### config.mk
export PLATFORM = sky130hd
export DESIGN_NAME = spi_cmd_sequencer_flat
export DESIGN_NICKNAME = d
export VERILOG_FILES = /design/src/rtl/spi_cmd_sequencer_pkg.sv /design/src/rtl/spi_cmd_sequencer_if.sv /design/src/rtl/spi_cmd_sequencer_spr_nibble_writer.sv /design/src/rtl/spi_cmd_sequencer.sv /design/src/flat_wrapper.sv
export SDC_FILE = /design/constraint.sdc
export NUM_CORES = 1
export LEC_CHECK = 0
export ABC_CLOCK_PERIOD_IN_PS = 3250
export CAP_MARGIN = 20
export CORE_UTILIZATION = 59
export DETAILED_ROUTE_END_ITERATION = 7
export PLACE_DENSITY = 0.83
export SETUP_SLACK_MARGIN = 0.05
export SLEW_MARGIN = 20
export SYNTH_ARGS = -nofsm -noshare
export SYNTH_HDL_FRONTEND = slang
export SYNTH_SLANG_ARGS = --single-unit
### constraint.sdc
create_clock -name sys_clock -period 3.25 [get_ports sys_clock]
set_clock_uncertainty 0.05 [all_clocks]
set_input_delay 0.325 -clock sys_clock [delete_from_list [all_inputs] [get_ports sys_clock]]
set_output_delay 0.325 -clock sys_clock [all_outputs]
set_load 0.05 [all_outputs]
### src/rtl/spi_cmd_sequencer_pkg.sv
// Shared types and constants for the SPI command sequencer: parser states,
// command bytes, draw record layout and sprite memory geometry.
package spi_cmd_pkg;

  localparam int NUM_SPRITES      = 16;
  localparam int SPRITE_PIXELS    = 1024;
  localparam int SPRITE_ADDR_W    = 14;
  localparam int PIX_IDX_W        = $clog2(SPRITE_PIXELS);
  localparam int SPR_ID_W         = SPRITE_ADDR_W - PIX_IDX_W;
  localparam int BYTES_PER_SPRITE = SPRITE_PIXELS / 2;
  localparam int BYTE_CNT_W       = $clog2(BYTES_PER_SPRITE);

  localparam logic [7:0] CMD_UPLOAD = 8'h01;
  localparam logic [7:0] CMD_DRAW   = 8'h02;
  localparam logic [7:0] END_BYTE   = 8'h00;

  typedef enum logic [3:0] {
    ST_IDLE,
    ST_CMD,
    ST_UPL_ID,
    ST_UPL_DATA,
    ST_UPL_END,
    ST_DRW_ID,
    ST_DRW_XH,
    ST_DRW_XL,
    ST_DRW_YH,
    ST_DRW_YL,
    ST_DRW_SCALE,
    ST_DRW_END,
    ST_DISCARD
  } state_t;

  typedef struct packed {
    logic [7:0]  id;
    logic [15:0] x;
    logic [15:0] y;
    logic [7:0]  scale;
  } draw_rec_t;

  // Unknown command bytes fall through to DISCARD; callers flag err_cmd on that.
  function automatic state_t cmd_next_state(input logic [7:0] cmd);
    state_t st;
    case (cmd)
      CMD_UPLOAD: st = ST_UPL_ID;
      CMD_DRAW:   st = ST_DRW_ID;
      default:    st = ST_DISCARD;
    endcase
    return st;
  endfunction

  function automatic logic sprite_id_ok(input logic [7:0] id);
    return id < 8'(NUM_SPRITES);
  endfunction

endpackage

### src/rtl/spi_cmd_sequencer_if.sv
// Byte-stream input, sprite-memory write port and draw-queue push port of
// the command sequencer, grouped into one bundle.
interface spi_cmd_sequencer_if;

  logic                                  spi_cs_n;
  logic                                  byte_valid;
  logic [7:0]                            byte_data;
  logic                                  spr_w_en;
  logic [spi_cmd_pkg::SPRITE_ADDR_W-1:0] spr_w_addr;
  logic [3:0]                            spr_w_data;
  logic                                  q_push;
  logic                                  q_full;
  logic [7:0]                            q_id;
  logic [15:0]                           q_x;
  logic [15:0]                           q_y;
  logic [7:0]                            q_scale;
  logic                                  busy;
  logic                                  upload_done;
  logic                                  err_cmd;
  logic                                  err_frame;
  logic                                  err_drop;

  modport slave (
    input  spi_cs_n, byte_valid, byte_data, q_full,
    output spr_w_en, spr_w_addr, spr_w_data,
    output q_push, q_id, q_x, q_y, q_scale,
    output busy, upload_done, err_cmd, err_frame, err_drop
  );

  modport master (
    output spi_cs_n, byte_valid, byte_data, q_full,
    input  spr_w_en, spr_w_addr, spr_w_data,
    input  q_push, q_id, q_x, q_y, q_scale,
    input  busy, upload_done, err_cmd, err_frame, err_drop
  );

endinterface

### src/rtl/spi_cmd_sequencer_spr_nibble_writer.sv
// Turns each accepted sprite byte into two consecutive nibble writes
// (high nibble first) and walks the pixel address of the current sprite.
module spr_nibble_writer
  import spi_cmd_pkg::*;
(
  input  logic                     sys_clock,
  input  logic                     rst_n,
  input  logic                     i_start,
  input  logic [SPR_ID_W-1:0]      i_id,
  input  logic                     i_load,
  input  logic [7:0]               i_byte,
  output logic                     o_w_en,
  output logic [SPRITE_ADDR_W-1:0] o_w_addr,
  output logic [3:0]               o_w_data
);

  logic [SPRITE_ADDR_W-1:0] r_addr;
  logic                     r_lo_pend;
  logic [3:0]               r_lo_nib;
  logic                     r_w_en;
  logic [SPRITE_ADDR_W-1:0] r_w_addr;
  logic [3:0]               r_w_data;

  // Byte strobes are at least two cycles apart, so the low nibble always
  // drains before the next byte can load.
  always_ff @(posedge sys_clock or negedge rst_n) begin
    if (!rst_n) begin
      r_addr    <= '0;
      r_lo_pend <= 1'b0;
      r_lo_nib  <= '0;
      r_w_en    <= 1'b0;
      r_w_addr  <= '0;
      r_w_data  <= '0;
    end else begin
      r_w_en <= 1'b0;
      if (i_start) begin
        r_addr <= {i_id, {PIX_IDX_W{1'b0}}};
      end
      if (i_load) begin
        r_w_en    <= 1'b1;
        r_w_addr  <= r_addr;
        r_w_data  <= i_byte[7:4];
        r_lo_nib  <= i_byte[3:0];
        r_lo_pend <= 1'b1;
        r_addr    <= r_addr + SPRITE_ADDR_W'(1);
      end else if (r_lo_pend) begin
        r_w_en    <= 1'b1;
        r_w_addr  <= r_addr;
        r_w_data  <= r_lo_nib;
        r_lo_pend <= 1'b0;
        r_addr    <= r_addr + SPRITE_ADDR_W'(1);
      end
    end
  end

  assign o_w_en   = r_w_en;
  assign o_w_addr = r_w_addr;
  assign o_w_data = r_w_data;

endmodule

### src/rtl/spi_cmd_sequencer.sv
// Parses framed SPI bytes into sprite uploads (nibble writes to sprite
// memory) and draw records (pushes into the renderer's draw queue).
//
// state        | meaning
// IDLE         | no frame active
// CMD          | frame open, waiting for command byte
// UPL_ID       | waiting for sprite id
// UPL_DATA     | receiving 512 pixel bytes
// UPL_END      | waiting for upload end byte
// DRW_ID..END  | collecting draw fields, then end byte
// DISCARD      | command finished or rejected, ignore until cs_n rises
module spi_cmd_sequencer
  import spi_cmd_pkg::*;
(
  input logic              sys_clock,
  input logic              rst_n,
  spi_cmd_sequencer_if.slave bus
);

  state_t                r_state;
  state_t                w_state_nxt;
  state_t                w_cmd_state;
  logic                  r_cs_n_d;
  logic [BYTE_CNT_W-1:0] r_byte_cnt;
  draw_rec_t             r_hold;
  draw_rec_t             r_q;
  logic                  r_push;
  logic                  r_upload_done;
  logic                  r_err_cmd;
  logic                  r_err_frame;
  logic                  r_err_drop;

  logic w_cs_fall;
  logic w_cs_rise;
  logic w_byte;
  logic w_push;
  logic w_upload_done;
  logic w_err_cmd;
  logic w_err_frame;
  logic w_err_drop;
  logic w_nib_start;
  logic w_nib_load;

  assign w_cs_fall   = r_cs_n_d & ~bus.spi_cs_n;
  assign w_cs_rise   = ~r_cs_n_d & bus.spi_cs_n;
  // A strobe arriving as cs_n rises is outside the frame and is dropped.
  assign w_byte      = bus.byte_valid & ~bus.spi_cs_n;
  assign w_cmd_state = cmd_next_state(bus.byte_data);

  always_ff @(posedge sys_clock or negedge rst_n) begin
    if (!rst_n) begin
      r_state  <= ST_IDLE;
      r_cs_n_d <= 1'b1;
    end else begin
      r_state  <= w_state_nxt;
      r_cs_n_d <= bus.spi_cs_n;
    end
  end

  always_comb begin
    w_state_nxt   = r_state;
    w_push        = 1'b0;
    w_upload_done = 1'b0;
    w_err_cmd     = 1'b0;
    w_err_frame   = 1'b0;
    w_err_drop    = 1'b0;
    w_nib_start   = 1'b0;
    w_nib_load    = 1'b0;
    if (w_cs_rise) begin
      w_state_nxt = ST_IDLE;
      w_err_frame = !(r_state inside {ST_IDLE, ST_CMD, ST_DISCARD});
    end else begin
      case (r_state)
        ST_IDLE: begin
          if (w_cs_fall) begin
            if (w_byte) begin
              w_state_nxt = w_cmd_state;
              w_err_cmd   = (w_cmd_state == ST_DISCARD);
            end else begin
              w_state_nxt = ST_CMD;
            end
          end
        end
        ST_CMD: begin
          if (w_byte) begin
            w_state_nxt = w_cmd_state;
            w_err_cmd   = (w_cmd_state == ST_DISCARD);
          end
        end
        ST_UPL_ID: begin
          if (w_byte) begin
            if (sprite_id_ok(bus.byte_data)) begin
              w_state_nxt = ST_UPL_DATA;
              w_nib_start = 1'b1;
            end else begin
              w_state_nxt = ST_DISCARD;
              w_err_cmd   = 1'b1;
            end
          end
        end
        ST_UPL_DATA: begin
          if (w_byte) begin
            w_nib_load = 1'b1;
            if (r_byte_cnt == '0) w_state_nxt = ST_UPL_END;
          end
        end
        ST_UPL_END: begin
          if (w_byte) begin
            w_state_nxt   = ST_DISCARD;
            w_upload_done = (bus.byte_data == END_BYTE);
            w_err_frame   = (bus.byte_data != END_BYTE);
          end
        end
        ST_DRW_ID:    if (w_byte) w_state_nxt = ST_DRW_XH;
        ST_DRW_XH:    if (w_byte) w_state_nxt = ST_DRW_XL;
        ST_DRW_XL:    if (w_byte) w_state_nxt = ST_DRW_YH;
        ST_DRW_YH:    if (w_byte) w_state_nxt = ST_DRW_YL;
        ST_DRW_YL:    if (w_byte) w_state_nxt = ST_DRW_SCALE;
        ST_DRW_SCALE: if (w_byte) w_state_nxt = ST_DRW_END;
        ST_DRW_END: begin
          if (w_byte) begin
            w_state_nxt = ST_DISCARD;
            if (bus.byte_data != END_BYTE) w_err_frame = 1'b1;
            else if (bus.q_full)           w_err_drop  = 1'b1;
            else                           w_push      = 1'b1;
          end
        end
        ST_DISCARD: w_state_nxt = ST_DISCARD;
        default:    w_state_nxt = ST_IDLE;
      endcase
    end
  end

  // Down-counter over the upload payload; terminal count marks the last byte.
  always_ff @(posedge sys_clock or negedge rst_n) begin
    if (!rst_n) begin
      r_byte_cnt <= '0;
    end else if (w_nib_start) begin
      r_byte_cnt <= BYTE_CNT_W'(BYTES_PER_SPRITE - 1);
    end else if (w_nib_load) begin
      r_byte_cnt <= r_byte_cnt - BYTE_CNT_W'(1);
    end
  end

  always_ff @(posedge sys_clock or negedge rst_n) begin
    if (!rst_n) begin
      r_hold <= '0;
    end else if (w_byte) begin
      case (r_state)
        ST_DRW_ID:    r_hold.id         <= bus.byte_data;
        ST_DRW_XH:    r_hold.x[15:8]    <= bus.byte_data;
        ST_DRW_XL:    r_hold.x[7:0]     <= bus.byte_data;
        ST_DRW_YH:    r_hold.y[15:8]    <= bus.byte_data;
        ST_DRW_YL:    r_hold.y[7:0]     <= bus.byte_data;
        ST_DRW_SCALE: r_hold.scale      <= bus.byte_data;
        default:      r_hold            <= r_hold;
      endcase
    end
  end

  always_ff @(posedge sys_clock or negedge rst_n) begin
    if (!rst_n) begin
      r_q           <= '0;
      r_push        <= 1'b0;
      r_upload_done <= 1'b0;
      r_err_cmd     <= 1'b0;
      r_err_frame   <= 1'b0;
      r_err_drop    <= 1'b0;
    end else begin
      r_push        <= w_push;
      r_upload_done <= w_upload_done;
      r_err_cmd     <= w_err_cmd;
      r_err_frame   <= w_err_frame;
      r_err_drop    <= w_err_drop;
      if (w_push) r_q <= r_hold;
    end
  end

  spr_nibble_writer u_nib_wr (
    .sys_clock (sys_clock),
    .rst_n     (rst_n),
    .i_start   (w_nib_start),
    .i_id      (bus.byte_data[SPR_ID_W-1:0]),
    .i_load    (w_nib_load),
    .i_byte    (bus.byte_data),
    .o_w_en    (bus.spr_w_en),
    .o_w_addr  (bus.spr_w_addr),
    .o_w_data  (bus.spr_w_data)
  );

  assign bus.q_push      = r_push;
  assign bus.q_id        = r_q.id;
  assign bus.q_x         = r_q.x;
  assign bus.q_y         = r_q.y;
  assign bus.q_scale     = r_q.scale;
  assign bus.busy        = (r_state != ST_IDLE);
  assign bus.upload_done = r_upload_done;
  assign bus.err_cmd     = r_err_cmd;
  assign bus.err_frame   = r_err_frame;
  assign bus.err_drop    = r_err_drop;

endmodule

### src/flat_wrapper.sv
// flat-port wrapper written by rule: the top's interface ports become plain ports
module spi_cmd_sequencer_flat import spi_cmd_pkg::*;
  (sys_clock, rst_n, bus_spi_cs_n, bus_byte_valid, bus_byte_data, bus_q_full, bus_spr_w_en, bus_spr_w_addr, bus_spr_w_data, bus_q_push, bus_q_id, bus_q_x, bus_q_y, bus_q_scale, bus_busy, bus_upload_done, bus_err_cmd, bus_err_frame, bus_err_drop);
  spi_cmd_sequencer_if bus_i ();
  input logic sys_clock;
  input logic rst_n;
  input wire logic [$bits(bus_i.spi_cs_n)-1:0] bus_spi_cs_n;
  input wire logic [$bits(bus_i.byte_valid)-1:0] bus_byte_valid;
  input wire logic [$bits(bus_i.byte_data)-1:0] bus_byte_data;
  input wire logic [$bits(bus_i.q_full)-1:0] bus_q_full;
  output wire logic [$bits(bus_i.spr_w_en)-1:0] bus_spr_w_en;
  output wire logic [$bits(bus_i.spr_w_addr)-1:0] bus_spr_w_addr;
  output wire logic [$bits(bus_i.spr_w_data)-1:0] bus_spr_w_data;
  output wire logic [$bits(bus_i.q_push)-1:0] bus_q_push;
  output wire logic [$bits(bus_i.q_id)-1:0] bus_q_id;
  output wire logic [$bits(bus_i.q_x)-1:0] bus_q_x;
  output wire logic [$bits(bus_i.q_y)-1:0] bus_q_y;
  output wire logic [$bits(bus_i.q_scale)-1:0] bus_q_scale;
  output wire logic [$bits(bus_i.busy)-1:0] bus_busy;
  output wire logic [$bits(bus_i.upload_done)-1:0] bus_upload_done;
  output wire logic [$bits(bus_i.err_cmd)-1:0] bus_err_cmd;
  output wire logic [$bits(bus_i.err_frame)-1:0] bus_err_frame;
  output wire logic [$bits(bus_i.err_drop)-1:0] bus_err_drop;
  assign bus_i.spi_cs_n = bus_spi_cs_n;
  assign bus_i.byte_valid = bus_byte_valid;
  assign bus_i.byte_data = bus_byte_data;
  assign bus_i.q_full = bus_q_full;
  assign bus_spr_w_en = bus_i.spr_w_en;
  assign bus_spr_w_addr = bus_i.spr_w_addr;
  assign bus_spr_w_data = bus_i.spr_w_data;
  assign bus_q_push = bus_i.q_push;
  assign bus_q_id = bus_i.q_id;
  assign bus_q_x = bus_i.q_x;
  assign bus_q_y = bus_i.q_y;
  assign bus_q_scale = bus_i.q_scale;
  assign bus_busy = bus_i.busy;
  assign bus_upload_done = bus_i.upload_done;
  assign bus_err_cmd = bus_i.err_cmd;
  assign bus_err_frame = bus_i.err_frame;
  assign bus_err_drop = bus_i.err_drop;
  spi_cmd_sequencer u_core (.sys_clock(sys_clock), .rst_n(rst_n), .bus(bus_i));
endmodule
==> results of run 1 <==
[routing by layer]
layer  global-route usage [%]  share of wire (%)  up-vias
li1                         -                  -     2091
met1                    36.81                 42     2347
met2                    48.34                 51      195
met3                    5.167                5.0       32
met4                    13.50                2.1        0
met5                        0                  0        -
[power groups by stage]
stage / combinational, mW / sequential (mW) / clock [mW]
2_1_floorplan: 0.617 / 2.47 / 0
3_3_place_gp: 0.908 / 2.45 / 0
3_5_place_dp: 0.945 / 2.48 / 0
4_1_cts: 0.968 / 2.45 / 2.08
5_1_grt: 1.06 / 2.50 / 2.17
6_report: 0.965 / 2.46 / 2.06
[cell type report]
class / instances / share of cell area (%)
clock inverters: 13 / 2.343
repair buffers: 105 / 12.75
clock buffers: 19 / 5.282
multi-input cells: 355 / 30.26
flip-flops and latches: 153 / 46.87
inverters: 9 / 0.4134
well taps: 136 / 2.082
[repair_timing]
action                                 4_1_cts  5_1_grt
endpoints found under the hold margin       95        0
resized for setup                            0        0
hold buffers                                 1        0
[worst register-to-register path, delay by kind of cell, from the launching register on]
family | cells | cell delay, ns
flops | 1 | 0.63
buf+inv | 1 | 0.11
compound gates | 2 | 0.71
simple gates | 3 | 0.78
[kinds of logic after synthesis]
logic type               count (synthesis)  share of synthesized area (%)
multiplexers                            90                          16.74
AND/OR/NAND/NOR                        187                          13.60
buffers and inverters                   33                          2.442
flip-flops                             153                          59.32
AO/OA/AOI/OAI                           69                          6.551
XOR/XNOR                                 7                         0.9496
adder cells (fa/ha/maj)                  2                         0.3875
[flip-flops by register name (all words and copies together), names as in the netlist]
signal	cells
u_core.r_cs_n_d	1
u_core.u_nib_wr.o_w_addr	14
u_core.r_byte_cnt	9
u_core.u_nib_wr.o_w_data	4
u_core.bus.err_cmd	1
u_core.bus.q_y	16
u_core.bus.err_drop	1
u_core.bus.q_id	8
u_core.r_state	4
u_core.u_nib_wr.r_addr	14
u_core.u_nib_wr.r_lo_nib	4
u_core.bus.q_x	16
u_core.bus.upload_done	1
u_core.u_nib_wr.r_lo_pend	1
u_core.bus.err_frame	1
u_core.bus.q_scale	8
u_core.bus.q_push	1
u_core.u_nib_wr.o_w_en	1
u_core.r_hold	48
[placed cells by master (no fill, tap or decap), drive strengths merged, types with 8 or more instances in the layout]
master / netlist / final
a21oi: 11 / 11
and2: 8 / 8
buf: 8 / 20
clkbuf: 16 / 19
clkdlybuf4s50: 0 / 84
dfrtp: 152 / 152
inv: 9 / 12
mux2: 84 / 84
nand2: 98 / 98
nand3: 8 / 8
nor2: 21 / 21
nor3: 15 / 15
o21ai: 33 / 33
[per-stage QoR]
step | hold slack (ns) | instances | instance area [um2] | TNS (ns) | setup WS, ns
floorplan | -0.02059 | 541 | 6456 | 0 | 0.3006
global placement | 0.3989 | 757 | 7538 | -0.001122 | -0.0006575
detailed placement | 0.4056 | 757 | 7538 | -0.08624 | -0.02183
CTS | 0.3449 | 790 | 8172 | 0 | 0.4463
global route | 0.3758 | 790 | 8172 | 0 | 0.3800
finish | 0.3811 | 790 | 8172 | 0 | 0.4543
[worst min-delay path by stage]
stage                            startpoint                           end  slack [ns]  depth (start not counted)
6_report                       bus_spi_cs_n               u_core.r_cs_n_d        0.38                          1
5_1_grt                        bus_spi_cs_n               u_core.r_cs_n_d        0.38                          1
4_1_cts                        bus_spi_cs_n               u_core.r_cs_n_d        0.34                          1
2_1_floorplan                         rst_n            u_core.bus.err_cmd       -0.02                          0
3_3_place_gp   u_core.u_nib_wr.o_w_addr[10]  u_core.u_nib_wr.o_w_addr[10]        0.40                          2
3_5_place_dp    u_core.u_nib_wr.o_w_addr[5]   u_core.u_nib_wr.o_w_addr[5]        0.41                          2
==> flow_metrics.env, run 1 <==
export IMPL_grt_max_degree=98
export IMPL_vias=4665
export IMPL_cp_num_cells=2
export IMPL_syn_to_final_growth_pct=26.57
export IMPL_synth_top_cell_area_share_pct=58.91
export IMPL_cp_end_kind="output pin"
export IMPL_yosysWarnings=0
export IMPL_power_mw=5.487
export IMPL_critPathBufInv=1
export IMPL_antenna_cells=0
export IMPL_finalWirelength_mm=15.20
export IMPL_io_buffers=85
export IMPL_dieArea_um2=11360
export IMPL_grt_overflow_total=0
export IMPL_nFillCells=665
export IMPL_via_per_inst=5.905
export IMPL_slowest_stage="clkdlybuf4s50_1"
export IMPL_fin_nets=656
export IMPL_multi_input_area_um2=2472
export IMPL_hold_viol_final=0
export IMPL_antenna_found_initial=0
export IMPL_crit_type="reg2out"
export IMPL_pwr_share_comb_pct=17.6
export IMPL_r2r_end="u_core.u_nib_wr.r_addr[10]"
export IMPL_p_per_area_nw_per_um2=671.4
export IMPL_wl_per_cell_um=19.25
export IMPL_ys_ff_latch=153
export IMPL_clk_pin_slew_worst_paths_ns=0.06
export IMPL_drtPass1Iterations=6
export IMPL_netlist_top_cells_count="152 x dfrtp_1, 98 x nand2_1, 64 x mux2_2"
export IMPL_p_sw_share_pct=28.89
export IMPL_outcome="finished, final reports clean"
export IMPL_io_pin_count=86
export IMPL_reg2reg_depth=6
export IMPL_grt_pass1_vias=4725
export IMPL_syn_nets=556
export IMPL_cts_made_buffers=17
export IMPL_crit_end="bus_busy"
export IMPL_crit_path_max_incr_delay_ns=0.73
export IMPL_core_area_um2=10460
export IMPL_cts_root_buf="clkbuf_8"
export IMPL_gp_congestion=0.9262
export IMPL_syn_area_per_cell_um2=11.93
export IMPL_vdd_drop_max_mv=0.5909
export IMPL_clockBufferDepth=2
export IMPL_synth_most_common_cell="dfrtp_1"
export IMPL_crit_family="buffers and inverters"
export IMPL_drc_errors=0
export IMPL_slew_headroom_pct=42.34
export IMPL_drv_cap=0
export IMPL_cts_sinks=153
export IMPL_rsz0062_at_grt="false"
export IMPL_crit_arrival_ns=2.42
export IMPL_crit_fanout=17
export IMPL_leakage_nw=3.994
export IMPL_syn_inst=541
export IMPL_ys_seq_area_share_pct=59.32
export IMPL_startpoint_type="flop"
export IMPL_die_w_um=106.6
export IMPL_dp_hpwl_mm=9.667
export IMPL_setup_viol=0
export IMPL_clkPwrFrac_pct=37.5
export IMPL_dr_first_iter_drc_count=385
export IMPL_async_flop_share_pct=100.0
export IMPL_synthTopCellsByArea="dfrtp_1 59%, mux2_2 11%, nand2_1 5.7%"
export IMPL_maxSlewViolCount=0
export IMPL_cts_tree="yes"
export IMPL_worst_pin_slew_ns=0.8648
export IMPL_synth_edf_count=0
export IMPL_cp_cell_sequence="or4_1 > clkdlybuf4s50_1"
export IMPL_clock_latency_ns=0.53
export IMPL_startpoint="u_core.r_state[2]"
export IMPL_switchingPower_mw=1.585
export IMPL_final_util_pct=78.10
export IMPL_period_share_pct=86.02
export IMPL_grtUsageTotal_pct=28.91
export IMPL_pwr_share_seq_pct=44.9
export IMPL_yosys_cell_types_count=52
export IMPL_netlist_area_um2=6456
export IMPL_cp_required_ns=2.87
export IMPL_synth_area_leader_cell="dfrtp_1"
export IMPL_h_tree_depth=4
export IMPL_layout_min_cycle_time_ns=2.796
export IMPL_ant_nets=0
export IMPL_grt_pass1_wl_mm=24.36
export IMPL_cts_setup_buffers=0
export IMPL_drive_above_1_share_pct=22.17
export IMPL_reg2reg_setup_slack_ns=0.87
export IMPL_hp_class="in2reg"
export IMPL_r2r_start="u_core.r_state[2]"
export IMPL_rows=37
export IMPL_power_internal_mw=3.901
export IMPL_yosys_most_used_dff="dfrtp_1"
export IMPL_fmax_ghz=0.3577
export IMPL_initial_utilization_pct=61.71
export IMPL_die_y_um=106.6
export IMPL_seq_area_um2=3830
Power figures use the tool's default switching activity.
==> inputs of run 2 (changes only) <==
--- a/config.mk
+++ b/config.mk
@@ -9,6 +9,7 @@
 export CAP_MARGIN = 20
 export CORE_UTILIZATION = 59
 export DETAILED_ROUTE_END_ITERATION = 7
+export HOLD_SLACK_MARGIN = 0.15
 export PLACE_DENSITY = 0.83
 export SETUP_SLACK_MARGIN = 0.05
 export SLEW_MARGIN = 20
==> results of run 2 <==
The final DEF is identical to that of run 1; final timing and power are the same.
==> inputs of run 3 (changes only) <==
--- a/config.mk
+++ b/config.mk
@@ -5,12 +5,13 @@
 export SDC_FILE = /design/constraint.sdc
 export NUM_CORES = 1
 export LEC_CHECK = 0
-export ABC_CLOCK_PERIOD_IN_PS = 3250
+export ABC_CLOCK_PERIOD_IN_PS = 2460
 export CAP_MARGIN = 20
-export CORE_UTILIZATION = 59
+export CORE_MARGIN = 2
+export CORE_UTILIZATION = 50
 export DETAILED_ROUTE_END_ITERATION = 7
-export HOLD_SLACK_MARGIN = 0.15
-export PLACE_DENSITY = 0.83
+export HOLD_SLACK_MARGIN = 0.03
+export PLACE_DENSITY = 0.74
 export SETUP_SLACK_MARGIN = 0.05
 export SLEW_MARGIN = 20
 export SYNTH_ARGS = -nofsm -noshare
==> constraint.sdc (replaced) <==
create_clock -name sys_clock -period 2.46 [get_ports sys_clock]
set_clock_uncertainty 0.05 [all_clocks]
set_input_delay 0.246 -clock sys_clock [delete_from_list [all_inputs] [get_ports sys_clock]]
set_output_delay 0.246 -clock sys_clock [all_outputs]
set_load 0.05 [all_outputs]
==> run 3 against run 2 <==
Net effect: the run now ends with setup timing left; sequential power up 31%; register-to-register slack worse by 0.68 ns; die area up 22%; critical path type is now in2reg.
==> flow_metrics.env, run 3 (synthesis results as in run 1) <==
export IMPL_outcome="complete, but fails checks"
export IMPL_violations="setup timing"
export IMPL_crit_fanout=8
export IMPL_p_per_area_nw_per_um2=846.3
export IMPL_cts_root_buf="clkbuf_16"
export IMPL_power_internal_mw=5.135
export IMPL_startpoint_type="primary input"
export IMPL_finalWirelength_mm=15.49
export IMPL_maxSlewViolCount=0
export IMPL_fin_nets=678
export IMPL_cts_made_buffers=17
export IMPL_r2r_start="u_core.r_state[0]"
export IMPL_setup_viol=42
export IMPL_hold_depth=4
export IMPL_cp_cell_sequence="buf_8 > or4_4 > or3_4 > or4_4 > or3_4 > buf_12 > buf_12 > mux2_4"
export IMPL_top_register="u_core.r_hold"
export IMPL_r2r_end="u_core.u_nib_wr.r_addr[10]"
export IMPL_antenna_cells=0
export IMPL_hold_end="u_core.u_nib_wr.o_w_data[0]"
export IMPL_crit_arrival_ns=2.76
export IMPL_met2WireLength_mm=7.835
export IMPL_design_area_um2=8511
export IMPL_grtUsageTotal_pct=23.42
export IMPL_core_area_um2=12620
export IMPL_top_layer_used="met4"
export IMPL_hold_viol_final=0
export IMPL_grt_max_degree=61
export IMPL_cp_end_kind="flop"
export IMPL_pwr_share_comb_pct=18.5
export IMPL_initial_utilization_pct=51.16
export IMPL_syn_to_final_growth_pct=31.82
export IMPL_period_share_pct=101.8
export IMPL_reg2reg_setup_slack_ns=0.19
export IMPL_ant_nets=0
export IMPL_worst_pin_slew_ns=0.5565
export IMPL_die_y_um=117.6
export IMPL_gp_congestion=0.8664
export IMPL_dp_hpwl_mm=10.16
export IMPL_hold_start="bus_byte_data[4]"
export IMPL_grt_pass1_vias=4651
export IMPL_clkPwrFrac_pct=36.9
export IMPL_setup_slack_ns=-0.04546
export IMPL_largest_reg_flops=48
export IMPL_reg2reg_depth=6
export IMPL_drtPass1Iterations=5
export IMPL_vdd_drop_max_mv=0.5182
export IMPL_rows=41
export IMPL_holdWs_ns=0.2063
export IMPL_crit_path_max_incr_delay_ns=0.55
export IMPL_met3_length_um=615
export IMPL_clockBufferDepth=2
export IMPL_drv_cap=0
export IMPL_vias=4685
export IMPL_switchingPower_mw=2.067
export IMPL_layout_common_cells="151 x dfrtp_1, 98 x nand2_1, 79 x clkdlybuf4s50_1"
export IMPL_dr_first_iter_drc_count=399
export IMPL_grt_pass1_wl_mm=25.18
export IMPL_dpl_cell_area_um2=7714
export IMPL_drive_above_1_share_pct=25.19
export IMPL_clk_pin_slew_worst_paths_ns=0.06
export IMPL_grt_overflow_total=0
export IMPL_cp_required_ns=2.72
export IMPL_dieArea_um2=13840
export IMPL_pre_cts_ws_ns=-0.7511
export IMPL_cts_tree="yes"
export IMPL_h_tree_depth=4
export IMPL_leakage_nw=4.188
export IMPL_io_buffers=85
export IMPL_slowest_stage="or4_4"
export IMPL_wl_met1_mm=6.819
export IMPL_die_w_um=117.6
export IMPL_stdcell_count=847
export IMPL_fmax_ghz=0.3991
export IMPL_cts_sinks=153
export IMPL_rsz0062_at_grt="true"
export IMPL_dpl_cell_count=807
export IMPL_final_common_cell="dfrtp_1"
export IMPL_drc_errors=0
export IMPL_clock_latency_ns=0.42
export IMPL_hp_class="in2reg"
export IMPL_crit_type="in2reg"
export IMPL_p_sw_share_pct=28.70
export IMPL_layout_min_cycle_time_ns=2.505
export IMPL_via_per_inst=5.531
export IMPL_pwr_share_seq_pct=44.6
export IMPL_slew_headroom_pct=62.76
export IMPL_antenna_found_initial=0
export IMPL_io_pin_count=86
export IMPL_power_mw=7.203
export IMPL_wl_per_cell_um=18.28
run 3: repair_timing:
action / 4_1_cts / 5_1_grt
gates cloned: 3 / 2
pin swaps: 4 / 4
hold buffers: 1 / 0
endpoints found under the hold margin: 48 / 0
endpoints found under the setup margin: 49 / 51
buffers inserted: 3 / 0
gates resized for setup: 20 / 2
run 3: worst max path at each step:
stage                                 from                    end  depth (start not counted)
after floorplan           bus_byte_data[4]  u_core.bus.q_scale[0]                          8
after global placement    bus_byte_data[4]     u_core.bus.q_y[12]                          7
after detailed placement  bus_byte_data[4]  u_core.bus.q_scale[3]                          7
after CTS                 bus_byte_data[7]  u_core.bus.q_scale[4]                          8
after global routing      bus_byte_data[4]      u_core.bus.q_y[2]                          8
final                     bus_byte_data[4]      u_core.bus.q_y[2]                          8
run 3: per-layer routing:
layer / GRT usage, % / vias to the layer above
met2: 38.34 / 133
met4: 7.982 / 0
met1: 31.37 / 2396
li1: - / 2138
met3: 4.700 / 18
met5: 0 / -
run 3: power by group through the flow:
stage / Combinational (mW) / Clock (mW) / Sequential, mW
finish: 1.33 / 2.65 / 3.22
CTS: 1.33 / 2.68 / 3.19
global route: 1.46 / 2.82 / 3.27
global placement: 1.28 / 0 / 3.21
detailed placement: 1.32 / 0 / 3.24
floorplan: 0.817 / 0 / 3.26
run 3: layout make-up:
type / instances / area [um2]
fill: 962 / 4109
inverter: 9 / 33.78
sequential: 153 / 3831
tap: 172 / 215.2
clock inverter: 11 / 143.9
timing repair buffer: 127 / 1358
multi-input combinational: 355 / 2472
clock buffer: 20 / 456.7
run 3: through the flow:
stage	utilization, %	TNS, ns
floorplan	-	-15.61
global placement	61.12	-34.96
detailed placement	61.12	-35.25
CTS	67.00	-2.989
global route	67.44	-1.944
finish	67.44	-1.105
run 3: worst max-delay path: cells and delay by family:
family	cells	cell delay (ns)
buffers and inverters	3	0.40
muxes	1	0.30
and+or+nand+nor	4	1.81
